==> src/rtl/pe_mac_sequencer.sv <==
// pe_mac_sequencer: drives one FP MAC PE through a full dot product (load B, clear, stream A).
// Define PE_SEQ_TIMEOUT_EN to add the WAIT-state watchdog and the sticky err flag.
module pe_mac_sequencer #(
  parameter int L_RAM_SIZE = 6,
  parameter int CLR_CYCLES = 2,
  parameter int TIMEOUT    = 64
) (
  input  logic                  aclk,
  input  logic                  aresetn,
  input  logic                  start,
  input  logic [L_RAM_SIZE:0]   len,
  output logic                  busy,
  input  logic                  ld_valid,
  output logic                  ld_ready,
  input  logic [31:0]           ld_data,
  input  logic                  a_valid,
  output logic                  a_ready,
  input  logic [31:0]           a_data,
  output logic                  pe_aresetn,
  output logic [31:0]           pe_din,
  output logic [L_RAM_SIZE-1:0] pe_addr,
  output logic                  pe_we,
  output logic [31:0]           pe_ain,
  output logic                  pe_valid,
  input  logic                  pe_dvalid,
  input  logic [31:0]           pe_dout,
  output logic [31:0]           result,
  output logic                  result_valid,
  input  logic                  result_ready,
  output logic                  err
);
  localparam logic [2:0] IDLE  = 3'd0;
  localparam logic [2:0] LOAD  = 3'd1;
  localparam logic [2:0] CLR   = 3'd2;
  localparam logic [2:0] FETCH = 3'd3;
  localparam logic [2:0] ISSUE = 3'd4;
  localparam logic [2:0] WAIT  = 3'd5;
  localparam logic [2:0] DONE  = 3'd6;
  localparam int CW = $clog2(CLR_CYCLES);
  localparam logic [L_RAM_SIZE:0] NMAX = {1'b1, {L_RAM_SIZE{1'b0}}};

  logic [2:0]            state;
  logic [L_RAM_SIZE-1:0] idx;
  logic [L_RAM_SIZE:0]   n;
  logic [CW-1:0]         clr_cnt;
  logic [31:0]           res_q;
  logic                  last;
  logic                  timeout;

  assign last         = {1'b0, idx} == n - (L_RAM_SIZE+1)'(1);
  assign busy         = state != IDLE;
  assign ld_ready     = state == LOAD;
  assign a_ready      = state == ISSUE;
  assign pe_aresetn   = state != CLR;
  assign pe_we        = ld_ready && ld_valid;
  assign pe_din       = pe_we ? ld_data : '0;
  assign pe_addr      = idx;
  assign pe_valid     = a_ready && a_valid;
  assign pe_ain       = pe_valid ? a_data : '0;
  assign result       = res_q;
  assign result_valid = state == DONE;

`ifdef PE_SEQ_TIMEOUT_EN
  localparam int TW = $clog2(TIMEOUT);
  logic [TW-1:0] to_cnt;
  logic          err_q;
  assign timeout = state == WAIT && !pe_dvalid && to_cnt == TW'(TIMEOUT-1);
  assign err     = err_q;
  always_ff @(posedge aclk or negedge aresetn)
    if (!aresetn) begin
      to_cnt <= '0;
      err_q  <= 1'b0;
    end else begin
      to_cnt <= (state == WAIT && !pe_dvalid) ? to_cnt + TW'(1) : '0;
      if (timeout) err_q <= 1'b1;
    end
`else
  assign timeout = 1'b0;
  assign err     = TIMEOUT < 0;
`endif

  always_ff @(posedge aclk or negedge aresetn)
    if (!aresetn) begin
      state   <= IDLE;
      idx     <= '0;
      n       <= '0;
      clr_cnt <= '0;
      res_q   <= '0;
    end else begin
      case (state)
        IDLE: if (start) begin
          n   <= len > NMAX ? NMAX : len;
          idx <= '0;
          if (len == '0) begin
            res_q <= '0;
            state <= DONE;
          end else state <= LOAD;
        end
        LOAD: if (ld_valid) begin
          idx <= last ? '0 : idx + L_RAM_SIZE'(1);
          if (last) state <= CLR;
        end
        CLR: begin
          clr_cnt <= clr_cnt + CW'(1);
          if (clr_cnt == CW'(CLR_CYCLES-1)) begin
            clr_cnt <= '0;
            state   <= FETCH;
          end
        end
        FETCH: state <= ISSUE;
        ISSUE: if (a_valid) state <= WAIT;
        WAIT: if (timeout) begin
          res_q <= 32'hFFFF_FFFF;
          idx   <= '0;
          state <= DONE;
        end else if (pe_dvalid) begin
          // accumulator is not pipelined: only the final element's sum is kept
          if (last) begin
            res_q <= pe_dout;
            idx   <= '0;
            state <= DONE;
          end else begin
            idx   <= idx + L_RAM_SIZE'(1);
            state <= FETCH;
          end
        end
        DONE: if (result_ready) state <= IDLE;
        default: state <= IDLE;
      endcase
    end
endmodule

==> config.mk <==
export PLATFORM = sky130hd
export DESIGN_NAME = pe_mac_sequencer
export DESIGN_NICKNAME = d
export VERILOG_FILES = /design/src/rtl/pe_mac_sequencer.sv
export SDC_FILE = /design/constraint.sdc
export NUM_CORES = 1
export LEC_CHECK = 0
export ABC_AREA = 1
export BUFFER_PORTS_ARGS = -buffer_cell sky130_fd_sc_hd__buf_2
export CAP_MARGIN = 20
export CORE_MARGIN = 1
export CORE_UTILIZATION = 35
export DETAILED_ROUTE_END_ITERATION = 10
export PLACE_DENSITY = 0.68
export SLEW_MARGIN = 20
export SYNTH_ARGS = -nofsm -noshare
export SYNTH_HDL_FRONTEND = slang
export SYNTH_SLANG_ARGS = --single-unit
==> constraint.sdc <==
create_clock -name aclk -period 3.2 [get_ports aclk]
set_input_delay 0.32 -clock aclk [delete_from_list [all_inputs] [get_ports aclk]]
set_output_delay 0.32 -clock aclk [all_outputs]
set_load 0.01 [all_outputs]
* Yosys cells after proc, flatten, opt, wreduce, memory -nomap -nowiden
Cells that the tools add are included.
** Word-level totals
- Bits in registers :: 49
- Logic and storage cells :: 61
- Input bits :: 110
- Output and inout port bits :: 110
** Cells by class
- Add/sub/neg operators :: 3
- Eq/ne operators :: 17
- Order comparisons :: 1
- Muxes and demuxes :: 24
- Reductions and logical operators :: 11
** Operators with widths (count)
- 2-to-1 mux 32 bit :: 6
- one-hot mux 32 bit (2 select lines) :: 1
- 2-to-1 mux 3 bit :: 9
- 2-to-1 mux 6 bit :: 4
- one-hot mux 3 bit (7 select lines) :: 1
- one-hot mux 6 bit (3 select lines) :: 1
- inequality test 2 bit, second input constant :: 7
- == test 3 bit, second input constant :: 3
- == test 6 x 7 -> 1 bit :: 1
- greater-than comparator 7 bit, second input constant :: 1
- zero test 7 bit :: 1
- 2-to-1 mux 7 bit :: 1
- AND reduction 7 bit :: 1
- subtractor 7 x 1 -> 7 bit, second input constant :: 1
- adder 6 x 1 -> 6 bit, second input constant :: 1
- == test 3 x 2 -> 1 bit, second input constant :: 2
- nonzero test 3 bit :: 2
- AND reduction 5 bit :: 1
- inequality test 2 x 1 -> 1 bit, second input constant :: 2
- AND reduction 4 bit :: 1
- == test 3 x 1 -> 1 bit, second input constant :: 1
- zero test 3 bit :: 1
- inequality test 3 x 2 -> 1 bit, second input constant :: 1
- logical AND 1 bit :: 2
- 4 further kinds :: 4

* Logic depth before layout (Yosys ltp)
- Word-level depth :: 5
- Depth in mapped cells :: 15
- Gate-level depth less buffers :: 14

* Worst setup path after synthesis
Ideal clock, no wire load.
- Path kind :: flip-flop to output port
- Start point :: register state[0]
- End point :: output port pe_din[10]
- Data required time :: 2.880 ns
- Arrival :: 1.446 ns
- Cell stages (with the launch flop) :: 8
- Setup slack :: 1.434 ns
- Path buffers :: 1
- Cells stage by stage :: dfrtp_1 -> inv_1 -> nor2_2 -> nand2_2 -> nor2_1 -> inv_1 -> buf_6 -> nor2_1
** Between the ends
- Cells in the longest elaborated chain, start to end :: 3
** Ends and longest elaborated chain
- start, declared :: RTL line 42 : logic [2:0] state;
- start signal, assigned :: RTL line 84 : state <= IDLE;
- start signal, assigned :: RTL line 96 : state <= DONE;
- start signal, assigned :: RTL line 97 : end else state <= LOAD;
- == test 3 x 1 -> 1 bit :: RTL line 52 : assign ld_ready = state == LOAD;
- logical AND 1 bit :: RTL line 55 : assign pe_we = ld_ready && ld_valid;
- named net pe_we :: RTL line 22 : output logic pe_we,
- 2-to-1 mux 32 bit :: RTL line 56 : assign pe_din = pe_we ? ld_data : '0;
- end, declared :: RTL line 20 : output logic [31:0] pe_din,
The timed path passes the listed nets, and every way through them passes these cells.

* Final worst setup path
- Start point :: register state[0]
- End point :: output port pe_din[13]
** Between the ends
- Cells in the longest elaborated chain, start to end :: 3
** Ends and longest elaborated chain (RTL line)
- == test 3 x 1 -> 1 bit :: 52
- logical AND 1 bit :: 55
- 2-to-1 mux 32 bit :: 56
No other way between the ends.

==> results.cfg <==
[timing]
post-route-min-period_ns = 2.672
holdWs_ns = 0.03689
min_period_over_period_pct = 83.50
finalSetupTns_ns = 0
hold_violations = 0
slew_headroom_pct = 38.57
max_freq_mhz = 374.2
drv_slew = 0
worst_pin_slew_ns = 0.9192
fin_skew_ns = 0.007862
grt_setup_unrepaired = false
setup_viol = 0

[pwr]
swShare_pct = 47.70
ir_drop_v = 0.0002595
powerDensity_nw_per_um2 = 624.3
p_total_mw = 2.883
leakagePower_nw = 3.067
p_int_mw = 1.508
power.switching_mw = 1.375
seq_power_share_pct = 30.8
pwr-share-comb_pct = 53.4
p_clk_share_pct = 15.7

[synth]
syn_nets = 628
synth-edff-count = 0
avgSynthCellArea_um2 = 6.591
netlist_area_um2 = 3401
synthArstFlopShare_pct = 100.0
synth.yosys.seq_area_share_pct = 36.06
yosys_warnings = 0
yosys_most_used_dff = dfrtp_1
synth_cells = 516
yosys_register_bits = 49
ys_types = 28

[cts]
clkLatencyLatePin_ns = 0.31
cts_setup_buffers = 0
cts_tree = yes
cts-resized-gates = 0
clk_pin_slew_worst_paths_ns = 0.09
cts_buffers = 5
cts-root-buf = clkbuf_8
htreeDepth = 2
cts_buffer_depth = 2
cts.sink_count = 49
ctsHoldBuffers = 0

[detailed_routing]
wl_met3_um = 646
met1_length_mm = 3.888
postRouteAntennaNets = 0
first_iter_violations = 131
dr.max_layer_used = met4
vias = 3842
drc = 0
first_pass_iters = 5
postRouteWirelength_mm = 10.14
wl_per_cell_um = 11.90
vias_per_cell = 4.509
wl_met2_mm = 5.433

[min_path]
hp-class = input port to asynchronous set/reset pin

[grt]
grt.overflow.total = 0
grt_pass1_wl_mm = 15.31
grt_pass1_vias = 3446
antenna_found_initial = 0
grt_usage_pct = 19.39
grt_max_degree = 36

[layout]
final_net_count = 834
antenna_cells = 0
synthToLayoutAreaGrowth_pct = 35.80
drive_above_1_share_pct = 36.65
fin_util_pct = 49.51
final_area_um2 = 4618

[flow_run]
cap_violations = 0

[placed_design]
place_congestion = 0.9652
portBuffers = 218
place_area_um2 = 4507
hpwl_mm = 8.070

[setup_path]
worst-path-buf-inv = 3
crit_path_cell_trace = inv_1, nor2_2, nand2_2, nor2_1, inv_1, nor2_1, buf_2
crit_slowest_cell = dfrtp_1
worstSetupPathType = flop to output pin
startpoint_type = flop
cp.arrival_ns = 2.35
crit_path_end_kind = output pin
worst-path-max-fanout = 32
critPathMaxStageDelay_ns = 0.47
required_ns = 2.88
critPathTopFamily = simple AND/OR/NAND/NOR gates

[floorplan]
io_pins = 220
die_h_um = 100.6
num_rows = 35
die-width_um = 100.6
core_area_um2 = 9328
initial_core_util_pct = 36.46
die_area_um2 = 10110

[status]
run_status = completed
-- final cells by class --
type | count | area [um2]
multi-input combinational | 346 | 1640
inverter | 101 | 380.4
sequential | 49 | 1226
clock buffer | 6 | 72.57
fill | 964 | 4710
timing repair buffer | 219 | 1099
clock inverter | 2 | 38.79
tap | 129 | 161.4
-- per-layer routing --
layer,GRT usage (%),vias up
li1,-,1930
met1,19.55,1721
met2,39.83,177
met3,3.051,14
met4,6.243,0
met5,0,-
-- worst register-to-register path, delay by kind of cell (launching register included) --
kind / cells / cell delay (ns)
buf+inv: 1 / 0.06
flops: 1 / 0.47
simple gates: 8 / 1.82
-- synthesized netlist by cell type (3+ instances only) --
cell,n,area share (%)
nand2_1,153,17
inv_1,93,10
nor2_2,5,0.92
nand3b_1,32,7.1
nand2_4,3,0.99
o21ai_1,3,0.44
nor2_1,82,9.1
buf_4,7,1.5
nand4_1,5,0.92
o21ai_0,9,1.3
nand3_1,16,2.4
nor2_4,3,0.99
a21oi_1,4,0.59
nand2_2,16,2.9
inv_2,7,0.77
dfrtp_1,49,36
clkbuf_1,6,0.66
nor3_1,3,0.44
buf_6,7,2.3
-- power groups by stage --
stage	sequential (mW)	combinational [mW]	clock, mW
floorplan	0.917	1.15	0
global route	0.910	1.73	0.489
detailed placement	0.900	1.55	0
finish	0.889	1.54	0.453
global placement	0.898	1.52	0
CTS	0.889	1.55	0.468
-- per-stage QoR --
stage,std cells,setup slack (ns)
final,852,0.5280
after global routing,852,0.2840
after CTS,852,0.4533
after detailed placement,844,0.7218
after global placement,844,0.7826
after floorplan,516,1.434
-- layout by cell type, fill, tap and decap left out, types with 2 or more instances in the layout --
cell / n
ha_1: 2
inv_1: 93
xor2_1: 2
clkbuf_8: 5
dfrtp_1: 49
o22ai_1: 2
nand3_2: 2
inv_2: 7
nor2_4: 3
a21oi_1: 4
nand3b_1: 32
o21ai_1: 3
nand3_1: 16
nand2_2: 16
nand2_4: 3
buf_2: 218
nor2_1: 82
nand2_1: 153
nor3_1: 3
nand4_1: 5
nor2_2: 5
o21ai_0: 9
-- cells by family (layout without fill, tap and decap cells) --
group,Yosys count,after routing,synth area share (%)
and+or+nand+nor,322,322,43.89
other,1,1,0.1103
xor gates and xnor gates,3,3,0.7728
buffers and inverters,121,328,15.71
AOI/OAI and AO/OA,18,18,2.722
adders and majority gates,2,2,0.7357
DFF,49,49,36.06
-- sequential cells by signal, summed over array words and instances, names as in the netlist --
register	cells
result	32
n	7
pe_addr	6
state	3
clr_cnt	1
-- path summary, 6_finish.rpt --
path / cells past startpoint / slack (ns) / end / from
worst min-delay path: 1 / 0.04 / result[4]$_DFFE_PN0P_ / aresetn
worst max register to register: 9 / 0.75 / result[21]$_DFFE_PN0P_ / state[1]$_DFFE_PN0P_
worst min register to register: 2 / 0.48 / result[15]$_DFFE_PN0P_ / result[15]$_DFFE_PN0P_
worst max-delay path: 7 / 0.53 / pe_din[13] / state[0]$_DFFE_PN0P_
max in group asynchronous: 2 / 2.42 / n[1]$_DFFE_PN0P_ / aresetn
min in group aclk: 3 / 0.26 / n[3]$_DFFE_PN0P_ / len[3]
Note: power is estimated with default switching activity, not from simulation.
